--- config.mk ---
export PLATFORM = sky130hd
export DESIGN_NAME = dcache_bus_interface_flat
export DESIGN_NICKNAME = d
export VERILOG_FILES = /design/src/rtl/dcache_bus_interface_if.sv /design/src/rtl/dcache_bus_interface.sv /design/src/flat_wrapper.sv
export SDC_FILE = /design/constraint.sdc
export NUM_CORES = 1
export LEC_CHECK = 0
export ABC_AREA = 1
export CAP_MARGIN = 20
export CELL_PAD_IN_SITES_DETAIL_PLACEMENT = 0
export CELL_PAD_IN_SITES_GLOBAL_PLACEMENT = 1
export CORE_MARGIN = 3
export CORE_UTILIZATION = 45
export CTS_BUF_LIST = sky130_fd_sc_hd__clkbuf_16
export DETAILED_ROUTE_END_ITERATION = 8
export DONT_BUFFER_PORTS = 1
export GPL_TIMING_DRIVEN = 0
export PLACE_DENSITY = 0.79
export RECOVER_POWER = 25
export SLEW_MARGIN = 5
export SYNTH_ARGS = -nofsm -noshare
export SYNTH_HDL_FRONTEND = slang
export SYNTH_SLANG_ARGS = --single-unit
--- constraint.sdc ---
create_clock -name clk0 -period 3.5 [get_ports clk0]
set_input_delay 0.35 -clock clk0 [delete_from_list [all_inputs] [get_ports clk0]]
set_output_delay 0.35 -clock clk0 [all_outputs]
set_load 0.02 [all_outputs]
--- src/rtl/dcache_bus_interface_if.sv ---
// -----------------------------------------------------------------------------
// dcache_bus_interface_if
// Bundles the cache-side and memory-bus-side signals of the data-cache bus
// interface block.
//   slave  : view of the bus interface block itself (takes cache requests and
//            memory responses, drives grants, fill data and bus commands).
//   master : view of the surrounding environment (cache + memory arbiter).
// Cache side : miss_request/miss_addr, wt_write/wt_addr/wt_data, err_clear,
//              cache_bus_grant, cache_datain, fill_valid, wb_full, wb_empty,
//              bus_error.
// Memory side: mem_bus_request, mem_bus_grant, mem_addr, mem_cmd,
//              mem_dataout, mem_datain, mem_ack.
// -----------------------------------------------------------------------------
interface dcache_bus_interface_if #(
  parameter int padd_size = 24,
  parameter int cmd_size  = 3,
  parameter int data_size = 32
);
  // cache side
  logic                 miss_request;
  logic [padd_size-1:0] miss_addr;
  logic                 wt_write;
  logic [padd_size-1:0] wt_addr;
  logic [data_size-1:0] wt_data;
  logic                 err_clear;
  logic                 cache_bus_grant;
  logic [data_size-1:0] cache_datain;
  logic                 fill_valid;
  logic                 wb_full;
  logic                 wb_empty;
  logic                 bus_error;
  // memory side
  logic                 mem_bus_request;
  logic                 mem_bus_grant;
  logic [padd_size-1:0] mem_addr;
  logic [cmd_size-1:0]  mem_cmd;
  logic [data_size-1:0] mem_dataout;
  logic [data_size-1:0] mem_datain;
  logic                 mem_ack;

  modport slave (
    input  miss_request, miss_addr, wt_write, wt_addr, wt_data, err_clear,
    input  mem_bus_grant, mem_datain, mem_ack,
    output cache_bus_grant, cache_datain, fill_valid, wb_full, wb_empty,
    output bus_error, mem_bus_request, mem_addr, mem_cmd, mem_dataout
  );

  modport master (
    output miss_request, miss_addr, wt_write, wt_addr, wt_data, err_clear,
    output mem_bus_grant, mem_datain, mem_ack,
    input  cache_bus_grant, cache_datain, fill_valid, wb_full, wb_empty,
    input  bus_error, mem_bus_request, mem_addr, mem_cmd, mem_dataout
  );
endinterface

--- src/rtl/dcache_bus_interface.sv ---
// -----------------------------------------------------------------------------
// dcache_bus_interface
// Bridge between the LRU data cache and the system memory bus.
//  - Read misses are serviced with single-word fills returned on cache_datain
//    with a one-cycle fill_valid pulse.
//  - Write-through stores are posted into a small FIFO and drained to memory;
//    buffered writes always go out before a pending miss (read-after-write
//    ordering).
//  - Every bus transaction is watched by a timeout; expiry sets a sticky
//    bus_error that only err_clear removes.
// Ports:
//   clk0  : clock, all logic on the rising edge
//   reset : asynchronous active-low reset
//   bus   : dcache_bus_interface_if.slave (cache side + memory bus side)
// Bus commands: 000 idle, 001 read, 010 write.
// -----------------------------------------------------------------------------
module dcache_bus_interface #(
  parameter int padd_size      = 24,
  parameter int cmd_size       = 3,
  parameter int data_size      = 32,
  parameter int wbuf_depth     = 4,
  parameter int wbuf_ptr       = 2,
  parameter int timeout_cycles = 255
) (
  input logic                   clk0,
  input logic                   reset,
  dcache_bus_interface_if.slave bus
);

  localparam logic [cmd_size-1:0] cmd_idle  = cmd_size'(3'b000);
  localparam logic [cmd_size-1:0] cmd_read  = cmd_size'(3'b001);
  localparam logic [cmd_size-1:0] cmd_write = cmd_size'(3'b010);

  localparam int                  timer_w    = $clog2(timeout_cycles + 1);
  // Last count value seen without ack; one more silent cycle is the timeout.
  localparam logic [timer_w-1:0]  timer_last = timer_w'(timeout_cycles - 1);
  localparam logic [wbuf_ptr:0]   wbuf_full_cnt = (wbuf_ptr + 1)'(wbuf_depth);

  typedef enum logic [1:0] {
    st_idle,
    st_req,
    st_xfer,
    st_done
  } state_t;

  // ---------------------------------------------------------------------------
  // Write buffer
  // ---------------------------------------------------------------------------
  logic [padd_size-1:0] r_wb_addr [wbuf_depth];
  logic [data_size-1:0] r_wb_data [wbuf_depth];
  logic [wbuf_ptr-1:0]  r_wr_ptr;
  logic [wbuf_ptr-1:0]  r_rd_ptr;
  logic [wbuf_ptr:0]    r_count;
  logic                 w_wb_full;
  logic                 w_wb_empty;
  logic                 w_push;
  logic                 w_pop;

  assign w_wb_full  = (r_count == wbuf_full_cnt);
  assign w_wb_empty = (r_count == '0);
  // A push against a full buffer is dropped even if a pop frees a slot in the
  // same cycle; the upstream stage stalls on wb_full instead.
  assign w_push     = bus.wt_write && !w_wb_full;

  // NOTE: the storage array has no reset; validity is carried entirely by the
  // pointers and count, so clearing those is enough to discard stale entries.
  always_ff @(posedge clk0) begin
    if (w_push) begin
      r_wb_addr[r_wr_ptr] <= bus.wt_addr;
      r_wb_data[r_wr_ptr] <= bus.wt_data;
    end
  end

  always_ff @(posedge clk0 or negedge reset) begin
    if (!reset) begin
      r_wr_ptr <= '0;
      r_rd_ptr <= '0;
      r_count  <= '0;
    end else begin
      // Pointers are wbuf_ptr bits wide, so wrap modulo wbuf_depth is free.
      if (w_push) r_wr_ptr <= r_wr_ptr + 1'b1;
      if (w_pop)  r_rd_ptr <= r_rd_ptr + 1'b1;
      unique case ({w_push, w_pop})
        2'b10:   r_count <= r_count + 1'b1;
        2'b01:   r_count <= r_count - 1'b1;
        default: r_count <= r_count;
      endcase
    end
  end

  // ---------------------------------------------------------------------------
  // Transaction FSM with registered outputs
  // ---------------------------------------------------------------------------
  state_t               r_state,           w_state_nxt;
  logic                 r_is_read,         w_is_read_nxt;
  logic [padd_size-1:0] r_miss_addr,       w_miss_addr_nxt;
  logic [timer_w-1:0]   r_timer,           w_timer_nxt;
  logic                 r_mem_bus_request, w_mem_bus_request_nxt;
  logic [padd_size-1:0] r_mem_addr,        w_mem_addr_nxt;
  logic [cmd_size-1:0]  r_mem_cmd,         w_mem_cmd_nxt;
  logic [data_size-1:0] r_mem_dataout,     w_mem_dataout_nxt;
  logic                 r_cache_bus_grant, w_cache_bus_grant_nxt;
  logic [data_size-1:0] r_cache_datain,    w_cache_datain_nxt;
  logic                 r_fill_valid,      w_fill_valid_nxt;
  logic                 r_bus_error,       w_bus_error_nxt;
  logic                 w_timeout;

  always_ff @(posedge clk0 or negedge reset) begin
    if (!reset) begin
      r_state           <= st_idle;
      r_is_read         <= 1'b0;
      r_miss_addr       <= '0;
      r_timer           <= '0;
      r_mem_bus_request <= 1'b0;
      r_mem_addr        <= '0;
      r_mem_cmd         <= cmd_idle;
      r_mem_dataout     <= '0;
      r_cache_bus_grant <= 1'b0;
      r_cache_datain    <= '0;
      r_fill_valid      <= 1'b0;
      r_bus_error       <= 1'b0;
    end else begin
      // NOTE: non-blocking assignments so every register updates from the
      // values that were present before the clock edge.
      r_state           <= w_state_nxt;
      r_is_read         <= w_is_read_nxt;
      r_miss_addr       <= w_miss_addr_nxt;
      r_timer           <= w_timer_nxt;
      r_mem_bus_request <= w_mem_bus_request_nxt;
      r_mem_addr        <= w_mem_addr_nxt;
      r_mem_cmd         <= w_mem_cmd_nxt;
      r_mem_dataout     <= w_mem_dataout_nxt;
      r_cache_bus_grant <= w_cache_bus_grant_nxt;
      r_cache_datain    <= w_cache_datain_nxt;
      r_fill_valid      <= w_fill_valid_nxt;
      r_bus_error       <= w_bus_error_nxt;
    end
  end

  always_comb begin
    // NOTE: every signal written here gets a default first, so no branch can
    // leave one unassigned and infer a latch.
    w_state_nxt           = r_state;
    w_is_read_nxt         = r_is_read;
    w_miss_addr_nxt       = r_miss_addr;
    w_timer_nxt           = r_timer;
    w_mem_bus_request_nxt = r_mem_bus_request;
    w_mem_addr_nxt        = r_mem_addr;
    w_mem_cmd_nxt         = r_mem_cmd;
    w_mem_dataout_nxt     = r_mem_dataout;
    w_cache_bus_grant_nxt = r_cache_bus_grant;
    w_cache_datain_nxt    = r_cache_datain;
    w_fill_valid_nxt      = r_fill_valid;
    w_bus_error_nxt       = r_bus_error;
    w_pop                 = 1'b0;
    w_timeout             = 1'b0;

    if (bus.err_clear) w_bus_error_nxt = 1'b0;

    unique case (r_state)
      st_idle: begin
        // Buffered writes go first so a later miss never reads stale memory.
        if (!w_wb_empty) begin
          w_is_read_nxt         = 1'b0;
          w_mem_bus_request_nxt = 1'b1;
          w_state_nxt           = st_req;
        end else if (bus.miss_request) begin
          w_miss_addr_nxt       = bus.miss_addr;
          w_is_read_nxt         = 1'b1;
          w_mem_bus_request_nxt = 1'b1;
          w_state_nxt           = st_req;
        end
      end

      st_req: begin
        if (bus.mem_bus_grant) begin
          w_timer_nxt = '0;
          w_state_nxt = st_xfer;
          if (r_is_read) begin
            w_mem_addr_nxt        = r_miss_addr;
            w_mem_cmd_nxt         = cmd_read;
            w_cache_bus_grant_nxt = 1'b1;
          end else begin
            // The head entry cannot change until this write pops it.
            w_mem_addr_nxt    = r_wb_addr[r_rd_ptr];
            w_mem_dataout_nxt = r_wb_data[r_rd_ptr];
            w_mem_cmd_nxt     = cmd_write;
          end
        end
      end

      st_xfer: begin
        w_timeout = !bus.mem_ack && (r_timer == timer_last);
        if (bus.mem_ack || w_timeout) begin
          w_mem_cmd_nxt         = cmd_idle;
          w_mem_bus_request_nxt = 1'b0;
          // Set beats a simultaneous err_clear.
          if (w_timeout) w_bus_error_nxt = 1'b1;
          if (r_is_read) begin
            w_cache_datain_nxt = w_timeout ? '0 : bus.mem_datain;
            w_fill_valid_nxt   = 1'b1;
            w_state_nxt        = st_done;
          end else begin
            // A timed-out write is dropped rather than retried.
            w_pop       = 1'b1;
            w_state_nxt = st_idle;
          end
        end else begin
          w_timer_nxt = r_timer + 1'b1;
        end
      end

      st_done: begin
        w_fill_valid_nxt      = 1'b0;
        w_cache_bus_grant_nxt = 1'b0;
        w_state_nxt           = st_idle;
      end

      default: w_state_nxt = st_idle;
    endcase
  end

  assign bus.cache_bus_grant = r_cache_bus_grant;
  assign bus.cache_datain    = r_cache_datain;
  assign bus.fill_valid      = r_fill_valid;
  assign bus.wb_full         = w_wb_full;
  assign bus.wb_empty        = w_wb_empty;
  assign bus.bus_error       = r_bus_error;
  assign bus.mem_bus_request = r_mem_bus_request;
  assign bus.mem_addr        = r_mem_addr;
  assign bus.mem_cmd         = r_mem_cmd;
  assign bus.mem_dataout     = r_mem_dataout;

endmodule

--- src/flat_wrapper.sv ---
// flat-port wrapper written by rule: the top's interface ports become plain ports
module dcache_bus_interface_flat 
#(
  parameter int padd_size      = 24,
  parameter int cmd_size       = 3,
  parameter int data_size      = 32,
  parameter int wbuf_depth     = 4,
  parameter int wbuf_ptr       = 2,
  parameter int timeout_cycles = 255
)
  (clk0, reset, bus_miss_request, bus_miss_addr, bus_wt_write, bus_wt_addr, bus_wt_data, bus_err_clear, bus_mem_bus_grant, bus_mem_datain, bus_mem_ack, bus_cache_bus_grant, bus_cache_datain, bus_fill_valid, bus_wb_full, bus_wb_empty, bus_bus_error, bus_mem_bus_request, bus_mem_addr, bus_mem_cmd, bus_mem_dataout);
  dcache_bus_interface_if #(.padd_size(padd_size), .cmd_size(cmd_size), .data_size(data_size)) bus_i ();
  input logic clk0;
  input logic reset;
  input wire logic [$bits(bus_i.miss_request)-1:0] bus_miss_request;
  input wire logic [$bits(bus_i.miss_addr)-1:0] bus_miss_addr;
  input wire logic [$bits(bus_i.wt_write)-1:0] bus_wt_write;
  input wire logic [$bits(bus_i.wt_addr)-1:0] bus_wt_addr;
  input wire logic [$bits(bus_i.wt_data)-1:0] bus_wt_data;
  input wire logic [$bits(bus_i.err_clear)-1:0] bus_err_clear;
  input wire logic [$bits(bus_i.mem_bus_grant)-1:0] bus_mem_bus_grant;
  input wire logic [$bits(bus_i.mem_datain)-1:0] bus_mem_datain;
  input wire logic [$bits(bus_i.mem_ack)-1:0] bus_mem_ack;
  output wire logic [$bits(bus_i.cache_bus_grant)-1:0] bus_cache_bus_grant;
  output wire logic [$bits(bus_i.cache_datain)-1:0] bus_cache_datain;
  output wire logic [$bits(bus_i.fill_valid)-1:0] bus_fill_valid;
  output wire logic [$bits(bus_i.wb_full)-1:0] bus_wb_full;
  output wire logic [$bits(bus_i.wb_empty)-1:0] bus_wb_empty;
  output wire logic [$bits(bus_i.bus_error)-1:0] bus_bus_error;
  output wire logic [$bits(bus_i.mem_bus_request)-1:0] bus_mem_bus_request;
  output wire logic [$bits(bus_i.mem_addr)-1:0] bus_mem_addr;
  output wire logic [$bits(bus_i.mem_cmd)-1:0] bus_mem_cmd;
  output wire logic [$bits(bus_i.mem_dataout)-1:0] bus_mem_dataout;
  assign bus_i.miss_request = bus_miss_request;
  assign bus_i.miss_addr = bus_miss_addr;
  assign bus_i.wt_write = bus_wt_write;
  assign bus_i.wt_addr = bus_wt_addr;
  assign bus_i.wt_data = bus_wt_data;
  assign bus_i.err_clear = bus_err_clear;
  assign bus_i.mem_bus_grant = bus_mem_bus_grant;
  assign bus_i.mem_datain = bus_mem_datain;
  assign bus_i.mem_ack = bus_mem_ack;
  assign bus_cache_bus_grant = bus_i.cache_bus_grant;
  assign bus_cache_datain = bus_i.cache_datain;
  assign bus_fill_valid = bus_i.fill_valid;
  assign bus_wb_full = bus_i.wb_full;
  assign bus_wb_empty = bus_i.wb_empty;
  assign bus_bus_error = bus_i.bus_error;
  assign bus_mem_bus_request = bus_i.mem_bus_request;
  assign bus_mem_addr = bus_i.mem_addr;
  assign bus_mem_cmd = bus_i.mem_cmd;
  assign bus_mem_dataout = bus_i.mem_dataout;
  dcache_bus_interface #(.padd_size(padd_size), .cmd_size(cmd_size), .data_size(data_size), .wbuf_depth(wbuf_depth), .wbuf_ptr(wbuf_ptr), .timeout_cycles(timeout_cycles)) u_core (.clk0(clk0), .reset(reset), .bus(bus_i));
endmodule
==> flow_metrics.py <==
metrics = {
    "run_status": {
        "status": "complete, no violations",
    },
    "final_layout": {
        "fill_cells": 2483,
        "finalInstanceArea_um2": 17000,
        "finalNonFillerCells": 1779,
        "layout-area-overhead-vs-synth_pct": 21.7,
        "layout-drive-gt1-share_pct": 8.08,
        "layout.nets": 1486,
    },
    "drt": {
        "drc_errors": 0,
        "wl_per_cell_um": 19.6,
        "via_count": 9386,
        "wl_um": 34900,
        "ant_nets": 0,
        "drtIter0Drc": 629,
        "first_pass_iters": 6,
        "vias_per_cell": 5.28,
    },
    "sta": {
        "setup_viol": 0,
        "worst_slack_ns": 0.849,
        "slew_headroom_pct": 48.5,
        "skew_ns": 0.0290,
        "post-route-period-util_pct": 75.7,
        "min_period_ns": 2.65,
        "fmax_mhz": 377,
        "tightest_slew_ns": 0.771,
        "maxSlewViolCount": 0,
        "hold_viol": 0,
        "rsz0062_at_grt": "false",
    },
    "yosys": {
        "synth_top_area_share_pct": 48.0,
        "ys_top_cells_by_count": "229 x nor2_1, 224 x edfxtp_1, 190 x nand2_1",
        "synthCells": 1205,
        "synth_edf_count": 224,
        "syn_nets": 1332,
        "ys_seq_area_share_pct": 72.3,
        "synth_top_cell_by_area": "edfxtp_1",
        "yosysMostFrequentCell": "nor2_1",
        "ys_seq_elements": 360,
        "yosysUniqueCellTypes": 29,
        "async_flop_share_pct": 37.8,
        "ys.flop_type": "edfxtp_1",
        "avgSynthCellArea_um2": 11.6,
        "ys_warn_count": 0,
        "syn_area_um2": 14000,
        "synth_area_leaders": "edfxtp_1 48%, dfrtp_1 24%, nor2_1 6.1%",
    },
    "clocking": {
        "cts_made_buffers": 37,
        "clk_latency_ns": 0.52,
        "cts_tree": "yes",
        "htreeDepth": 2,
        "root_buffer": "clkbuf_16",
        "path_clk_slew_ns": 0.06,
        "cts_resized": 0,
        "clock_path_buffers": 3,
        "cts_sinks": 360,
    },
    "global_routing": {
        "grt_pass1_wl_um": 53400,
        "antenna_found_initial": 5,
        "grt_pass1_vias": 9456,
        "grt.total_usage_pct": 20.6,
        "grt_max_degree": 137,
        "grt_overflow_total": 0,
    },
    "critical_path": {
        "worstPathMaxFanout": 4,
        "worstSetupEndpointType": "flip-flop",
        "worst_setup_path_start_kind": "flip-flop",
        "timing.rr.start": "u_core.r_timer[0]$_DFFE_PN0P_",
        "cp_slowest_cell": "fa_1",
        "cpPeakStageDelay_ns": 0.44,
        "cp_data_arrival_time_ns": 3.03,
        "cp.required_ns": 3.87,
        "cp_cell_sequence": "inv_1, ha_1, inv_1, nor2_1, nand2_1, nand2_1, nand3_1, inv_1, ha_1, inv_1, fa_1, a21oi_1, o21ai_0, xor2_1",
        "cp-startpoint": "u_core.r_timer[0]$_DFFE_PN0P_",
        "worstSetupPathType": "flip-flop to flip-flop",
        "cp_common_cell": "inv_1",
    },
    "worst_hold_path": {
        "hold_class": "input pin to flip-flop",
        "hp-start": "bus_miss_addr[14]",
    },
    "power": {
        "power_density_nw_per_um2": 872,
        "seq_power_share_pct": 48.1,
        "p_int_mw": 9.50,
        "p_comb_share_pct": 24.7,
        "switchingPower_mw": 5.37,
        "total_power_mw": 14.9,
        "vdd_drop_max_mv": 0.409,
        "p_leak_nw": 6.74,
        "p_clk_share_pct": 27.2,
        "swShare_pct": 36.1,
    },
    "placement": {
        "gp_congestion": 0.792,
        "place_hpwl_um": 22600,
        "place_ws_ns": 0.818,
        "dp.cells": 1603,
        "place_area_um2": 14700,
        "port_buffers": 0,
    },
    "floorplanning": {
        "num_rows": 63,
        "die_w_um": 182,
        "io_pins": 216,
        "start_util_pct": 46.4,
        "core_area_um2": 30200,
        "die_y_um": 182,
        "dieArea_um2": 33300,
    },
    "job": {
        "timing.max_cap.violations": 0,
    },
}
[critical path, delay by kind of cell, from the launching register on]
family                     cells  cell delay (ns)
buffers and inverters          4             0.35
adders and majority gates      3             0.75
xor gates and xnor gates       1             0.15
AOI/OAI and AO/OA              2             0.26
and+or+nand+nor                4             0.62
DFF                            1             0.39
[routing by layer]
metal	wire length, µm	up-vias	GRT usage [%]
li1	-	4465	-
met1	14200	4505	25.5
met2	17000	360	35.3
met3	3130	52	6.12
met4	621	4	5.85
met5	21	-	0
[layout make-up]
type	instances	area (µm²)	share of cell area [%]
Clock buffer	38	951	5.58
Timing Repair Buffer	115	1260	7.37
Clock inverter	28	308	1.81
Antenna cell	3	7.51	0.0440
Tap cell	390	488	2.86
Multi-Input combinational cell	722	3390	19.9
Inverter	55	206	1.21
Sequential cell	360	10100	59.4
Buffer	68	312	1.83
[power by group through the flow]
stage	Clock, mW	Combinational (mW)	Sequential, mW
3_3_place_gp	0	3.28	7.30
3_5_place_dp	0	3.52	7.22
6_report	4.05	3.67	7.15
2_1_floorplan	0	2.39	7.00
4_1_cts	4.13	3.69	7.15
5_1_grt	4.30	4.18	7.28
[timing repair]
item                      CTS  global route
setup buffers               0             0
hold endpoints to repair  409             0
hold buffers              107             0
[path summary, 6_finish.rpt]
kind,end,slack [ns],depth (start not counted)
worst min register to register,u_core.r_count[1]$_DFFE_PN0P_,0.49,2
worst max register to register,u_core.r_count[2]$_DFFE_PN0P_,0.85,14
worst max-delay path,u_core.r_count[2]$_DFFE_PN0P_,0.85,14
min in group asynchronous,u_core.bus.cache_datain[12]$_DFFE_PN0P_,0.45,2
max in group asynchronous,u_core.r_rd_ptr[1]$_DFFE_PN0P_,2.41,2
worst min-delay path,u_core.r_miss_addr[14]$_DFFE_PN0P_,0.01,2
[registers in the layout, summed over array words and instances (netlist names)]
register                    cells
u_core.r_wr_ptr                 2
u_core.bus.mem_cmd              2
u_core.r_is_read                1
u_core.r_miss_addr             24
u_core.bus.mem_addr            24
u_core.bus.cache_bus_grant      1
u_core.r_count                  3
u_core.r_wb_data              128
u_core.bus.fill_valid           1
u_core.r_timer                  8
u_core.r_state                  2
u_core.r_rd_ptr                 2
u_core.r_wb_addr               96
u_core.bus.mem_dataout         32
u_core.bus.mem_bus_request      1
u_core.bus.bus_error            1
u_core.bus.cache_datain        32
[metrics by stage]
| stage | hold WS (ns) | utilization [%] | setup TNS (ns) |
|---|---|---|---|
| after floorplan | 0.0544 | - | 0 |
| after global placement | 0.0588 | 48.0 | -426.56 |
| after detailed placement | 0.0586 | 48.7 | 0 |
| after CTS | 0.00000916 | 56.4 | 0 |
| after global routing | 0.0000955 | 56.5 | 0 |
| final | 0.0109 | 56.5 | 0 |
[cells in the final DEF (no fill, tap or decap), drive strengths merged]
| master | instances |
|---|---|
| o21ai | 159 |
| bufinv | 7 |
| nand3 | 34 |
| dfrtp | 136 |
| a31oi | 33 |
| ha | 7 |
| clkbuf | 71 |
| o21bai | 2 |
| edfxtp | 224 |
| nand4 | 1 |
| buf | 44 |
| dlygate4sd3 | 106 |
| diode | 3 |
| nand2 | 192 |
| inv | 62 |
| nor2 | 234 |
| o22ai | 25 |
| xnor2 | 3 |
| a21oi | 4 |
| conb | 1 |
| a22oi | 24 |
| fa | 1 |
| xor2 | 2 |
| clkinv | 14 |
[cell families (layout without fill, tap and decap cells)]
logic type / count (synthesis) / after routing / synth area share [%]
simple gates: 461 / 461 / 12.9
buf+inv: 123 / 304 / 3.70
xor+xnor: 5 / 5 / 0.313
other cells: 1 / 4 / 0.0268
fa+ha+maj: 8 / 8 / 0.768
flops: 360 / 360 / 72.3
compound gates: 247 / 247 / 9.92
(Power assumes the default switching activity.)
